--- config.mk ---
export PLATFORM = sky130hd
export DESIGN_NAME = k12a_sequencer
export DESIGN_NICKNAME = d
export VERILOG_FILES = /design/src/rtl/k12a_sequencer.sv
export SDC_FILE = /design/constraint.sdc
export NUM_CORES = 1
export LEC_CHECK = 0
export CAP_MARGIN = 15
export CORE_MARGIN = 3
export CORE_UTILIZATION = 26
export CTS_BUF_LIST = sky130_fd_sc_hd__clkbuf_16
export CTS_CLUSTER_DIAMETER = 150
export DETAILED_ROUTE_END_ITERATION = 16
export GPL_TIMING_DRIVEN = 1
export PLACE_DENSITY = 0.56
export SYNTH_ARGS = -nofsm -noshare
export SYNTH_HDL_FRONTEND = slang
export SYNTH_SLANG_ARGS = --single-unit
--- constraint.sdc ---
create_clock -name clock -period 6.29 [get_ports clock]
set_input_delay 1.258 -clock clock [delete_from_list [all_inputs] [get_ports clock]]
set_output_delay 1.258 -clock clock [all_outputs]
set_load 0.005 [all_outputs]
--- src/rtl/k12a_sequencer.sv ---
`default_nettype none
// ============================================================================
// Module   : k12a_sequencer
// Purpose  : K12A control sequencer with variable-length fetch, wait-state
//            timeout, vectored interrupts and a sticky bus-error flag.
// Revision : 1.0 - initial release
// ============================================================================
module k12a_sequencer #(
    parameter int          INST_WIDTH      = 16,
    parameter int          MEM_TIMEOUT     = 15,
    parameter int          NUM_IRQ         = 4,
    parameter logic [15:0] IRQ_VECTOR_BASE = 16'hFF00
) (
    input  logic                  clock,
    input  logic                  reset,
    input  logic [INST_WIDTH-1:0] inst,
    input  logic                  skip,
    input  logic                  wake,
    input  logic                  mem_ready,
    input  logic [NUM_IRQ-1:0]    irq,
    input  logic                  irq_enable,
    output logic [2:0]            state,
    output logic [2:0]            fetch_index,
    output logic                  skip_taken,
    output logic                  mem_stall,
    output logic                  exec_commit,
    output logic [NUM_IRQ-1:0]    irq_ack,
    output logic [15:0]           irq_vector,
    output logic                  bus_error,
    output logic                  halted
);

    localparam int         c_inst_bytes = INST_WIDTH / 8;
    localparam logic [2:0] c_last_index = 3'(c_inst_bytes - 1);
    localparam logic [7:0] c_timeout    = 8'(MEM_TIMEOUT);

    typedef enum logic [2:0] {
        S_FETCH     = 3'd0,
        S_FETCH_END = 3'd1,
        S_EXEC      = 3'd2,
        S_POP       = 3'd3,
        S_RJMP      = 3'd4,
        S_HALT      = 3'd5,
        S_IRQ       = 3'd6,
        S_ERROR     = 3'd7
    } state_t;

    state_t              r_state, w_state_next, w_boundary_state;
    logic [2:0]          r_fetch_index, w_fetch_index_next;
    logic [7:0]          r_wait_cnt, w_wait_cnt_next, w_wait_inc;
    logic                r_bus_error;
    logic [NUM_IRQ-1:0]  r_irq_ack, w_irq_ack_next, w_irq_onehot;
    logic [15:0]         r_irq_vector, w_irq_vector_next, w_irq_vector_sel;
    logic [2:0]          w_irq_sel;
    logic [3:0]          w_op;
    logic                w_mov, w_mode, w_mem_op, w_irq_pending;
    logic                w_stalled, w_commit;
    logic                w_unused_inst;

    assign w_op          = inst[INST_WIDTH-1 -: 4];
    assign w_mov         = inst[INST_WIDTH-5];
    assign w_mode        = inst[INST_WIDTH-6];
    assign w_unused_inst = ^inst[INST_WIDTH-7:0];
    // Memory ops are 2, 3, 6, 7: bit 3 clear and bit 1 set.
    assign w_mem_op      = !w_mov && !w_op[3] && w_op[1];
    assign w_irq_pending = irq_enable && (|irq);
    assign w_wait_inc    = r_wait_cnt + 8'd1;

    // Lowest-index request wins: scan downward so the last hit is the lowest.
    always_comb begin
        w_irq_sel    = 3'd0;
        w_irq_onehot = '0;
        for (int i = NUM_IRQ - 1; i >= 0; i--) begin
            if (irq[i]) begin
                w_irq_sel       = 3'(i);
                w_irq_onehot    = '0;
                w_irq_onehot[i] = 1'b1;
            end
        end
    end

    assign w_irq_vector_sel = IRQ_VECTOR_BASE + {11'd0, w_irq_sel, 2'b00};
    assign w_boundary_state = w_irq_pending ? S_IRQ : S_FETCH;

    always_comb begin
        w_state_next       = r_state;
        w_fetch_index_next = r_fetch_index;
        w_stalled          = 1'b0;
        w_commit           = 1'b0;
        case (r_state)
            S_FETCH: begin
                if (!mem_ready) begin
                    w_stalled = 1'b1;
                end else if (r_fetch_index == c_last_index) begin
                    w_state_next = S_FETCH_END;
                end else begin
                    w_fetch_index_next = r_fetch_index + 3'd1;
                end
            end
            S_FETCH_END: w_state_next = S_EXEC;
            S_EXEC: begin
                if (w_mem_op && !mem_ready) begin
                    w_stalled = 1'b1;
                end else begin
                    w_commit = 1'b1;
                    if (w_op == 4'h2 && w_mode)            w_state_next = S_POP;
                    else if (w_op == 4'hC || w_op == 4'hD) w_state_next = S_RJMP;
                    else if (w_op == 4'hF)                 w_state_next = S_HALT;
                    else                                   w_state_next = w_boundary_state;
                end
            end
            S_POP, S_RJMP: w_state_next = w_boundary_state;
            S_HALT: begin
                if (w_irq_pending) w_state_next = S_IRQ;
                else if (wake)     w_state_next = S_FETCH;
            end
            S_IRQ:   w_state_next = S_FETCH;
            S_ERROR: w_state_next = S_ERROR;
            default: w_state_next = S_ERROR;
        endcase

        w_wait_cnt_next = '0;
        if (w_stalled) begin
            w_wait_cnt_next = w_wait_inc;
            if (w_wait_inc == c_timeout) w_state_next = S_ERROR;
        end
        if (w_state_next != r_state) w_wait_cnt_next = '0;
        if (w_state_next != S_FETCH) w_fetch_index_next = '0;

        w_irq_ack_next    = '0;
        w_irq_vector_next = r_irq_vector;
        if (w_state_next == S_IRQ) begin
            w_irq_ack_next    = w_irq_onehot;
            w_irq_vector_next = w_irq_vector_sel;
        end
    end

    always_ff @(posedge clock or posedge reset) begin
        if (reset) begin
            r_state       <= S_FETCH;
            r_fetch_index <= '0;
            r_wait_cnt    <= '0;
            r_bus_error   <= 1'b0;
            r_irq_ack     <= '0;
            r_irq_vector  <= '0;
        end else begin
            r_state       <= w_state_next;
            r_fetch_index <= w_fetch_index_next;
            r_wait_cnt    <= w_wait_cnt_next;
            r_bus_error   <= r_bus_error || (w_state_next == S_ERROR);
            r_irq_ack     <= w_irq_ack_next;
            r_irq_vector  <= w_irq_vector_next;
        end
    end

    assign state       = r_state;
    assign fetch_index = r_fetch_index;
    assign skip_taken  = (r_state == S_FETCH) && (r_fetch_index == 3'd0) && skip;
    assign mem_stall   = w_stalled;
    assign exec_commit = w_commit;
    assign irq_ack     = r_irq_ack;
    assign irq_vector  = r_irq_vector;
    assign bus_error   = r_bus_error;
    assign halted      = (r_state == S_HALT);

endmodule
`default_nettype wire

; Word-level counts from Yosys, hierarchy flattened
; Index checks and enable logic that the tools add are counted.
[word_totals]
ff_bits = 35
input_bits = 26
output_inout_bits = 31
wordCells = 78
[classes]
n_addsub = 3
n_eq_ne = 17
mux = 32
n_reduce_logical = 20
[op_table]
columns = cell, n
row1 = $mux W3, 18
row2 = $pmux W3 S7, 1
row3 = $mux W4, 5
row4 = $eq A3 B3 Y1 const B, 6
row5 = $mux W8, 2
row6 = $eq A4 B4 Y1 const B, 3
row7 = $add A9 B6 Y10 const A, 1
row8 = $add A8 B1 Y8 const B, 1
row9 = $eq A8 B4 Y1 const B, 1
row10 = $logic_and A1 B1 Y1, 7
row11 = $eq A3 B1 Y1 const B, 2
row12 = $eq A3 B2 Y1 const B, 2
row13 = $logic_not A3 Y1, 2
row14 = $eq A4 B2 Y1 const B, 1
row15 = $mux W1, 4
row16 = $reduce_bool A2 Y1, 2
row17 = $reduce_or A4 Y1, 1
row18 = $add A3 B1 Y3 const B, 1
row19 = $logic_not A1 Y1, 3
row20 = $ne A3 B3 Y1, 1
row21 = $reduce_and A3 Y1, 1
row22 = $reduce_bool A3 Y1, 1
row23 = $logic_or A1 B1 Y1, 2
row24 = $mux W2, 1
row25 = 3 further kinds, 3

; Logic depth before layout (Yosys ltp)
; Gate-level depths: netlist of the first run.
[logic_depth]
depth_word = 13
ltp_mapped = 8
depth_no_buf = 8

; Worst setup path after synthesis of the first run
; No wires, ideal clock.
[synth_path]
path_type = input -> output
from = input port inst[15]
to = output port mem_stall
arrival_time_ns = 2.228
t_required_ns = 5.032
path_slack_ns = 2.804
cell_stages = 4
n_path_buf = 1
cell_sequence = or3b_1 -> a2111o_1 -> buf_6 -> inv_1
[synth_via]
elab_chain_len = 6
[synth_lines]
columns = item, line
row1 = from (decl), 16  ; input logic [INST_WIDTH-1:0] inst,
row2 = $logic_not A1 Y1, 65  ; assign w_mem_op = !w_mov && !w_op[3] && w_op[1];
row3 = $logic_and A1 B1 Y1 (2 in series), 65
row4 = $logic_and A1 B1 Y1, 102  ; if (w_mem_op && !mem_ready) begin
row5 = $mux W1, 102
row6 = $pmux W1 S2, 90  ; case (r_state)
row7 = to (decl), 25  ; output logic mem_stall,
; Every way passes these cells.

; Worst setup path after layout of the first run
[layout_path]
from = input port inst[13]
to = output port mem_stall
[layout_via]
elab_chain_len = 4
[layout_lines]
columns = item, line
row1 = $logic_and A1 B1 Y1, 65
row2 = $logic_and A1 B1 Y1, 102
row3 = $mux W1, 102
row4 = $pmux W1 S2, 90
; Every way passes these cells.

==> reports/results.txt, run 1 <==
Status -> finished clean
Setup_tns -> 0 ps
Routed vias/inst -> 4.450
RSZ-0062 raised after global routing -> false
Hold-fix buffers, CTS -> 0
Final antenna-violating net count -> 0
Ant. Diodes -> 0
Wirelength per Cell -> 12.03 um
Final Hold Vio Count -> 0
Share of layout cells above drive strength 1 -> 0.09497
Relative slew slack -> 0.4599
Critical path peak fanout -> 10
Final HPWL DP -> 2.313 mm
Total wire length -> 2.995 mm
Overall Power -> 0.5961 mW
Clock latency on the worst-skew pair -> 250 ps
CTS buffer count -> 3
Pleak -> 0.8150 nW
Setup bufs post-CTS -> 0
Ys flop type -> dfrtp_1
CTS clk-pin slew, worst paths -> 50 ps
Library cells used by synthesis -> 47
Post-Syn Area -> 1424 sq um
Worst Setup End Kind -> output port
Final nets -> 212
GRT overflow -> 0
Number of global-route vias before repair -> 1041
Drt drc -> 0
Sequential area share after synthesis -> 0.3866
Setup Viol. Count Final -> 0
Final worst-path cycle share -> 0.7347
Flops & latches, synth -> 22
Area leader, netlist -> dfrtp_1
Top post-synthesis cells by area -> dfrtp_1 (39%), buf_4 (6.9%), ha_1 (4.4%), nor2_1 (4.0%), nand3_1 (2.8%)
Peak VDD IR -> 0.0001235 V
Mean area per synthesized cell -> 9.621 sq um
Async SR Flop Fraction -> 1.000
Gr usage total -> 0.09677
Initial drt markers -> 35
Worst Hold Class -> flop to flop
Pins Over Slew Limit -> 0
Critical Path Source Type -> input pin
Mapped Cells -> 148
CP arrival -> 3360 ps
Clock Sink Count -> 22
Ys Warns -> 0
Die Span Y -> 80 um
RePlAce Congestion -> 0.7590
Non-Filler Instances -> 249
Setup CP Type -> input pin to output port
Core Rows -> 26
Die area -> 6400 sq um
Starting Density -> 0.2736
Maximum buffer depth of the clock tree -> 2
Post-synth top area share -> 0.3866
Die W -> 80 um
Min cycle time layout -> 4621 ps
Root buf cell -> clkbuf_16
Post_cts resized -> 0
Via count -> 1108
Least-Margin Pin Slew -> 809.2 ps
1st-pass router iterations -> 3
Top-level port count -> 57
Initial antenna violation count -> 0
Placed cells -> 246
Largest net degree at the start of global routing -> 23
Worst Clk Skew -> 0.9260 ps
Port Buffers -> 40
EDFF count, synth -> 0
Power per cell area -> 316.1 nW/um^2
H-tree levels -> 1
Area grow syn2layout -> 32.43%
Wire length of the first global-routing pass -> 4.892 mm
TritonCTS clock tree -> done
# Max-Cap Violations -> 0
Fmax -> 0.2164 GHz
Core Footprint -> 5205 sq um
WP data required -> 5030 ps
## Yosys cell counts, types with 2 or more instances
master    number
dfrtp_1       22
nor2_1        15
buf_4         13
nand2_1       10
inv_1          8
nand3_1        8
ha_1           5
nor3_1         5
nand2b_1       4
xnor2_1        4
xor2_1         4
clkbuf_1       3
nand4_1        3
nor2b_1        3
a21oi_1        2
a31oi_1        2
and2_2         2
and3_2         2
mux2_4         2
nand3b_1       2
nor3b_1        2
o21ai_0        2
## worst max-delay path, stage by stage
cell and delay [ps]:
clkdlybuf4s50_1 520, or3b_1 360, a2111o_1 610, inv_1 120, clkdlybuf4s50_1 500
## cells in the final DEF, fill, tap and decap left out, types with 2 or more instances in the layout
cell type,n
a21oi_1,2
a31oi_1,2
and2_2,2
and3_2,2
clkbuf_16,3
clkdlybuf4s50_1,40
conb_1,6
dfrtp_1,22
ha_1,5
inv_1,8
mux2_4,2
nand2_1,10
nand2b_1,4
nand3_1,8
nand3b_1,2
nand4_1,3
nor2_1,15
nor2b_1,3
nor3_1,5
nor3b_1,2
o21ai_0,2
xnor2_1,4
xor2_1,4
## logic make-up (layout without fill, tap and decap cells)
logic type      Yosys count  count (layout)  share of synthesized area
other cells               1               6                   0.002634
compound gates           16              16                    0.09140
simple gates             68              68                     0.2926
mux                       3               3                    0.02812
fa+ha+maj                 5               5                    0.04394
flops                    22              22                     0.3866
xor+xnor                  8               8                    0.04920
buf+inv                  25              51                     0.1054
## metrics by stage
| step | setup slack, ps | instance area (sq um) | hold WS [ps] | util |
|---|---|---|---|---|
| 5_1_grt | 1549 | 1886 | 521.3 | 0.3623 |
| 4_1_cts | 1649 | 1886 | 517.5 | 0.3623 |
| 2_1_floorplan | 2804 | 1443 | 462.9 | - |
| 6_report | 1669 | 1886 | 509.9 | 0.3623 |
| 3_5_place_dp | 1660 | 1810 | 489.4 | 0.3478 |
| 3_3_place_gp | 1652 | 1810 | 496.9 | 0.3478 |
## sequential cells by signal, indices dropped and copies added (netlist names)
name / count
r_wait_cnt: 8
bus_error: 1
irq_ack: 4
irq_vector: 3
fetch_index: 3
state: 3
## worst paths after layout
path | start | to | slack (ps) | depth (start not counted)
max | inst[13] | mem_stall | 1670 | 5
min | irq_vector[2] | irq_vector[2] | 510 | 1
max reg2reg | r_wait_cnt[0] | irq_vector[3] | 3990 | 7
min reg2reg | irq_vector[2] | irq_vector[2] | 510 | 1
max in group asynchronous | reset | state[2] | 4310 | 2
min in group asynchronous | reset | r_wait_cnt[2] | 1470 | 2
## final cells by class
type,count,area (sq um)
fillers,564,3319
repair buffers,40,400.4
flip-flops and latches,22,550.5
multi-input cells,106,742.0
clock buffers,3,75.07
well taps,70,87.58
inverters,8,30.03
## metal layers
metal	vias to the layer above	GRT usage	part of all wire
li1	553	-	-
met1	523	0.1284	0.46
met2	30	0.1565	0.49
met3	2	0.02370	0.044
met4	0	0.02534	0.0070
met5	-	0	0
## power by group
| group | total, mW | internal, mW | switching, mW |
|---|---|---|---|
| Clock | 0.129 | 0.0838 | 0.0456 |
| Sequential | 0.210 | 0.168 | 0.0413 |
| Combinational | 0.257 | 0.151 | 0.106 |
| Total | 0.596 | 0.403 | 0.193 |
(Power assumes the default switching activity.)
==> inputs of run 2 (changes only) <==
==> constraint.sdc (replaced) <==
create_clock -name clock -period 4.3 [get_ports clock]
set_input_delay 0.86 -clock clock [delete_from_list [all_inputs] [get_ports clock]]
set_output_delay 0.86 -clock clock [all_outputs]
set_load 0.005 [all_outputs]
==> reports/results.txt, run 2 (synthesis gave the netlist of run 1 again) <==
Status -> finished clean
Final worst-path cycle share -> 0.8366
TritonCTS clock tree -> done
Crit path largest cell delay -> 520 ps (-90 ps)
Final HPWL DP -> 2.292 mm (-0.90%)
Critical path peak fanout -> 5 (-5)
CP arrival -> 2740 ps (-620 ps)
Post_cts resized -> 0 (unchanged)
Setup_tns -> 0 ps (unchanged)
Top-level port count -> 57 (unchanged)
Core Footprint -> 5205 sq um (unchanged)
Max reg flops -> 8 (unchanged)
FF/Latch Area -> 550.5 sq um (unchanged)
# Max-Cap Violations -> 0 (unchanged)
Initial drt markers -> 58 (+66%)
WP data required -> 3440 ps (-1590 ps)
Die W -> 80 um (unchanged)
Setup Viol. Count Final -> 0 (unchanged)
Pleak -> 0.8196 nW (+0.56%)
Number of global-route vias before repair -> 1079 (+3.7%)
Worst Hold Class -> flop to flop
Final nets -> 213 (+0.47%)
Core Rows -> 26 (unchanged)
Worst Clk Skew -> 2.176 ps (+1.250 ps)
Slowest CP cell -> clkdlybuf4s50_1
Power per cell area -> 461.3 nW/um^2 (+46%)
GRT overflow -> 0 (unchanged)
Maximum buffer depth of the clock tree -> 2 (unchanged)
Most frequent CP cell -> clkdlybuf4s50_1
CP endpoint -> mem_stall
Crit path from -> inst[13]
Initial antenna violation count -> 0 (unchanged)
Routed vias/inst -> 4.456 (+0.14%)
Fmax -> 0.2780 GHz
Multi-input logic area -> 742.0 sq um (unchanged)
Final Hold Vio Count -> 0 (unchanged)
Total wire length -> 2.974 mm (-0.70%)
Min cycle time layout -> 3597 ps
CTS clk-pin slew, worst paths -> 50 ps (about the same)
Worst R2R Setup Slack -> 2020 ps (-1970 ps)
CTS buffer count -> 3 (unchanged)
Ant. Diodes -> 0 (unchanged)
Largest net degree at the start of global routing -> 23 (unchanged)
RePlAce Congestion -> 0.7702 (+1.5%)
Drt drc -> 0 (unchanged)
Peak VDD IR -> 0.0001563 V (+27%)
Pins Over Slew Limit -> 0 (unchanged)
Least-Margin Pin Slew -> 819.3 ps (+10.07 ps)
Setup CP Type -> input pin to output port
Wirelength per Cell -> 11.90 um (-1.1%)
Most flops, register -> r_wait_cnt
Setup bufs post-CTS -> 0 (unchanged)
Hold-fix buffers, CTS -> 0 (unchanged)
Worst Setup End Kind -> output port
Most frequent cells in the layout -> clkdlybuf4s50_1 (40), dfrtp_1 (22), nor2_1 (15), nand2_1 (10)
Via count -> 1114 (+0.54%)
Post-Route Utilization -> 0.3637 (+0.001442)
Reg2reg end -> irq_vector[3]
Share of layout cells above drive strength 1 -> 0.1000 (+0.005028)
Final antenna-violating net count -> 0 (unchanged)
RSZ-0062 raised after global routing -> false
H-tree levels -> 1 (unchanged)
Area grow syn2layout -> 32.95%
R2R depth -> 7 (unchanged)
M1 WL -> 1.322 mm (-3.9%)
Levels on crit path -> 5 (unchanged)
1st-pass router iterations -> 4 (+1)
Starting Density -> 0.2736 (unchanged)
Commonest non-fill, non-tap cell in the layout -> clkdlybuf4s50_1
Critical-path cell list -> clkdlybuf4s50_1 > or3b_1 > a2111o_1 > inv_1 > clkdlybuf4s50_1
Root buf cell -> clkbuf_16
Wire length of the first global-routing pass -> 4.892 mm (unchanged)
Port Buffers -> 40 (unchanged)
Clock Sink Count -> 22 (unchanged)
Non-Filler Instances -> 250 (+0.40%)
Die area -> 6400 sq um (unchanged)
Gr usage total -> 0.09639 (-0.0003725)
# fillers -> 544 (-3.5%)
Clock latency on the worst-skew pair -> 250 ps (about the same)
Relative slew slack -> 0.4532 (-0.006722)
WP buf/inv -> 3 (unchanged)
Top sig layer -> met4
Critical path's top delay family -> buffers and inverters
Placed cells -> 247 (+0.41%)
FF-to-FF Start -> r_wait_cnt[0]
Die Span Y -> 80 um (unchanged)
WL met2 -> 1.458 mm (-0.61%)
Met3 WL -> 173 um (+32%)
Critical Path Source Type -> input pin
[run 2: cell count changes in the layout (fill, tap and decap cells not counted)]
cell   previous run  this run
buf_4             0         1
[run 2: area by class of cell]
type | count | share of cell area
multi-input combinational | 106 | 0.3919
sequential | 22 | 0.2908
inverter | 8 | 0.01586
clock buffer | 3 | 0.03966
timing repair buffer | 41 | 0.2155
tap | 70 | 0.04627
[run 2: metal layers]
metal | vias to the layer above | track usage
li1 | 554 | -
met1 | 524 | 0.1175
met4 | 0 | 0.03547
met2 | 34 | 0.1623
met5 | - | 0
met3 | 2 | 0.02483
[run 2: worst register-to-register path, delay by kind of cell, from the launching register on]
kind | cells | cell delay, ps
AOI/OAI and AO/OA | 2 | 410
adders and majority gates | 1 | 280
DFF | 1 | 430
muxes | 1 | 340
and+or+nand+nor | 3 | 720
[run 2: worst min path at each step]
stage / cells past startpoint / slack (ps) / endpoint / from
after CTS: 1 / 520 / irq_vector[2] / irq_vector[2]
after global placement: 1 / 500 / irq_vector[2] / irq_vector[2]
after detailed placement: 1 / 500 / bus_error / bus_error
final: 1 / 510 / irq_vector[2] / irq_vector[2]
after global routing: 1 / 530 / irq_vector[2] / irq_vector[2]
after floorplan: 1 / 460 / bus_error / bus_error
[run 2: metrics by stage]
step | setup WS [ps] | power [mW] | hold WS [ps] | area, sq um
6_report | 702.8 | 0.8733 | 509.8 | 1893
5_1_grt | 608.0 | 0.9400 | 530.4 | 1893
4_1_cts | 688.4 | 0.8893 | 515.2 | 1893
3_5_place_dp | 701.4 | 0.6961 | 498.1 | 1818
3_3_place_gp | 686.0 | 0.6958 | 496.3 | 1818
2_1_floorplan | 1595 | 0.5395 | 462.9 | 1443
[run 2: where the power goes]
group          leakage [nW]  switching [mW]  internal (mW)  total [mW]
Clock                0.0370          0.0661          0.123       0.189
Combinational         0.490           0.155          0.224       0.379
Sequential            0.292          0.0591          0.247       0.306
Total                 0.820           0.280          0.593       0.873
==> variant 1, RTL diff (config.mk and constraints of run 2) <==
The parameter `INST_WIDTH` goes from 16 to 14.
--- a/src/rtl/k12a_sequencer.sv
+++ b/src/rtl/k12a_sequencer.sv
@@ -8,3 +8,3 @@
 module k12a_sequencer #(
-    parameter int          INST_WIDTH      = 16,
+    parameter int          INST_WIDTH      = 14,
     parameter int          MEM_TIMEOUT     = 15,
Ports: changed (resized inst); port bits go from 57 to 55. The function was not compared with the original's and may differ.
==> variant 1 against run 2 <==
Die area up 1.6%; global-route usage down 0.13 points; maximum frequency up 0.45%; design area up 1.1%; wire length down 0.50%; synthesized area up 1.8%; register-to-register slack worse by 20 ps; utilization up 0.18 points; clock power up 2%; total power down 2.8%; worst setup slack better by 16 ps; first-iteration DRC count unchanged; sequential cell count unchanged; largest cell class unchanged; highest routed layer is now met3.
==> variant 1: results <==
export IMPL_outcome="complete, no violations"
export IMPL_synth_top_flop_cell="dfrtp_1"
export IMPL_grt_usage=0.09505
export IMPL_synth_cell_types=51
export IMPL_synthTopCellsByCount="dfrtp_1, nor2_1, buf_4, nand2_1, inv_1"
export IMPL_multi_input_comb_cells=107
export IMPL_seq_cell_count=22
export IMPL_final_util=0.3655
export IMPL_whs_path_depth=1
export IMPL_grt_max_degree=23
export IMPL_synthTopCellsByArea="dfrtp_1, buf_4, nor2_1, xor2_1, ha_1"
export IMPL_leakage_nw=0.8227
export IMPL_hold_path_startpoint="bus_error"
export IMPL_hpwl_um=2269
export IMPL_buffers_excl_clock=40
export IMPL_grt_use_met3=0.03363
export IMPL_r2r_slack_ps=2000
export IMPL_ir_drop_uv=210.7
export IMPL_drive_gt1_frac=0.1050
export IMPL_clock_buffers=3
export IMPL_worst_clock_skew_ps=2.595
export IMPL_wl_per_cell_um=11.79
export IMPL_p_seq_frac=0.345
export IMPL_gp_congestion=0.7822
export IMPL_cp_slowest_stage_delay_ps=570
export IMPL_pre_cts_ws_ps=748.3
export IMPL_nNetsFinal=210
export IMPL_combPwrFrac=0.427
export IMPL_seq_area_frac_synth=0.3800
export IMPL_fillCellCount=539
export IMPL_slew_headroom=0.4574
export IMPL_intPower_uw=580.6
export IMPL_hold_ws_ps=485.7
export IMPL_r2r_end="irq_vector[2]"
export IMPL_holdPathEnd="bus_error"
export IMPL_grt_use_met2=0.1474
export IMPL_worstPathArrival_ps=2720
export IMPL_grtUsageMet1=0.1309
export IMPL_grt_first_pass_wirelength_um=4981
export IMPL_layout_nonclk_buf_frac=0.2091
export IMPL_synth_avg_cell_area_sq_um=9.790
export IMPL_cts_setup_buffers=0
export IMPL_num_vias=1128
export IMPL_hold_class="register to register"
export IMPL_r2r_start="state[0]"
export IMPL_path_max_fanout=6
export IMPL_clock_area_frac=0.04118
export IMPL_rr_worst_depth=6
export IMPL_p_seq_uw=293
export IMPL_synth_top_area_share=0.3800
export IMPL_via_per_inst=4.494
export IMPL_place_area_sq_um=1836
## variant 1: per-layer routing
layer / vias up / share of wire
li1: 575 / -
met1: 530 / 0.49
met2: 23 / 0.45
met3: 0 / 0.058
met4: 0 / 0
met5: - / 0
## variant 1: kinds of logic after synthesis
| group | synth area share |
|---|---|
| and+or+nand+nor | 0.2971 |
| buffers and inverters | 0.1036 |
| DFF | 0.3800 |
| AOI/OAI and AO/OA | 0.1062 |
| xor gates and xnor gates | 0.04836 |
| adders and majority gates | 0.03454 |
| muxes | 0.02763 |
| other | 0.002588 |
## variant 1: how the worst max path moves through the flow
stage                        start            end  slack (ps)  cells after the start
after floorplan             irq[0]  irq_vector[3]        1640                      7
after global placement    inst[11]      mem_stall         730                      4
after detailed placement  inst[13]      mem_stall         750                      4
after CTS                 inst[13]      mem_stall         730                      4
after global routing      inst[13]      mem_stall         650                      4
final                     inst[13]      mem_stall         720                      4
==> variant 2, RTL diff (config.mk and constraints of run 2) <==
Without the edit above. Remove the register `r_irq_ack`: a continuous assignment takes its place, so the output `irq_ack` follows one clock earlier.
--- a/src/rtl/k12a_sequencer.sv
+++ b/src/rtl/k12a_sequencer.sv
@@ -143,3 +143,2 @@
             r_bus_error   <= 1'b0;
-            r_irq_ack     <= '0;
             r_irq_vector  <= '0;
@@ -150,3 +149,2 @@
             r_bus_error   <= r_bus_error || (w_state_next == S_ERROR);
-            r_irq_ack     <= w_irq_ack_next;
             r_irq_vector  <= w_irq_vector_next;
@@ -154,2 +152,4 @@
     end
+
+    assign r_irq_ack = w_irq_ack_next;
 
Behaviour: not the same (Yosys sat finds a counterexample within 4 cycles, from zero or initial values and one cycle with reset high).
==> variant 2 against run 2 <==
Design area rose by 0.40%; die area fell by 1.1%; wire length fell by 0.10%; clock power fell by 7%; via count rose by 2.4%; global-route usage fell by 0.23 points; total power fell by 3.5%; sequential power fell by 12%; utilization rose by 0.37 points; highest routed layer unchanged; synthesized area fell by 1.2%; sequential share of layout area fell by 5.4 points; sequential cell count fell by 4; largest power group unchanged; worst setup slack got worse by 470 ps; critical path depth rose by 3.
==> variant 2: results <==
export IMPL_swShare=0.3333
export IMPL_grt_first_pass_wirelength_um=4892
export IMPL_worst_clock_skew_ps=2.476
export IMPL_synthTopCellsByArea="dfrtp_1, buf_4, ha_1, nor2_1, and3_1"
export IMPL_drive_gt1_frac=0.1016
export IMPL_clk_latency_ps=240
export IMPL_synthTopCellsByCount="dfrtp_1, nor2_1, buf_4, inv_1, nand2_1"
export IMPL_grt_use_met2=0.1594
export IMPL_placedCellCount=254
export IMPL_hold_path_startpoint="bus_error"
export IMPL_wl_met1_um=1319
export IMPL_r2r_end="irq_vector[3]"
export IMPL_slew_headroom=0.5571
export IMPL_worstPathArrival_ps=3210
export IMPL_grtUsageMet1=0.1192
export IMPL_grt_use_met3=0.02483
export IMPL_wl_per_cell_um=11.56
export IMPL_syn_inst=152
export IMPL_p_seq_frac=0.321
export IMPL_wl_met2_um=1480
export IMPL_wl_met3_um=158
export IMPL_leakage_nw=0.8124
export IMPL_hpwl_um=2377
export IMPL_place_area_sq_um=1826
export IMPL_cts_buffers=3
export IMPL_hold_ws_ps=485.1
export IMPL_seq_area_frac_synth=0.3203
export IMPL_outcome="complete, no violations"
export IMPL_holdPathEnd="bus_error"
export IMPL_drtIter0Drc=45
export IMPL_synth_cell_types=48
export IMPL_gp_congestion=0.7605
export IMPL_grt_pass1_vias=1054
export IMPL_grt_usage=0.09410
export IMPL_fillCellCount=526
export IMPL_rr_worst_depth=7
export IMPL_p_comb_uw=397
export IMPL_pre_cts_ws_ps=206.4
export IMPL_root_buffer="clkbuf_16"
export IMPL_cp_slowest_stage_delay_ps=540
export IMPL_fin_cells=257
export IMPL_combPwrFrac=0.471
export IMPL_grt_max_degree=19
==> variant 2: area by class of cell <==
cell class,instances,area share
inverters,10,0.01975
repair buffers,43,0.2225
clock buffers,3,0.03950
well taps,70,0.04608
multi-input cells,113,0.4352
flip-flops and latches,18,0.2370
==> variant 2: how the worst max path moves through the flow <==
| stage | to | startpoint | slack, ps |
|---|---|---|---|
| after floorplan | irq_ack[2] | inst[12] | 1290 |
| after global placement | irq_ack[3] | inst[15] | 220 |
| after detailed placement | irq_ack[3] | inst[15] | 210 |
| after CTS | irq_ack[3] | inst[15] | 200 |
| after global routing | irq_ack[3] | inst[15] | 30 |
| final | irq_ack[3] | inst[15] | 230 |
==> variant 2: logic make-up after synthesis <==
family                   share of synthesized area
adder cells (fa/ha/maj)                    0.04448
AND/OR/NAND/NOR                             0.2669
buffers and inverters                       0.1050
AO/OA/AOI/OAI                               0.1753
other                                     0.002666
flip-flops                                  0.3203
multiplexers                               0.03559
XOR/XNOR                                   0.04982
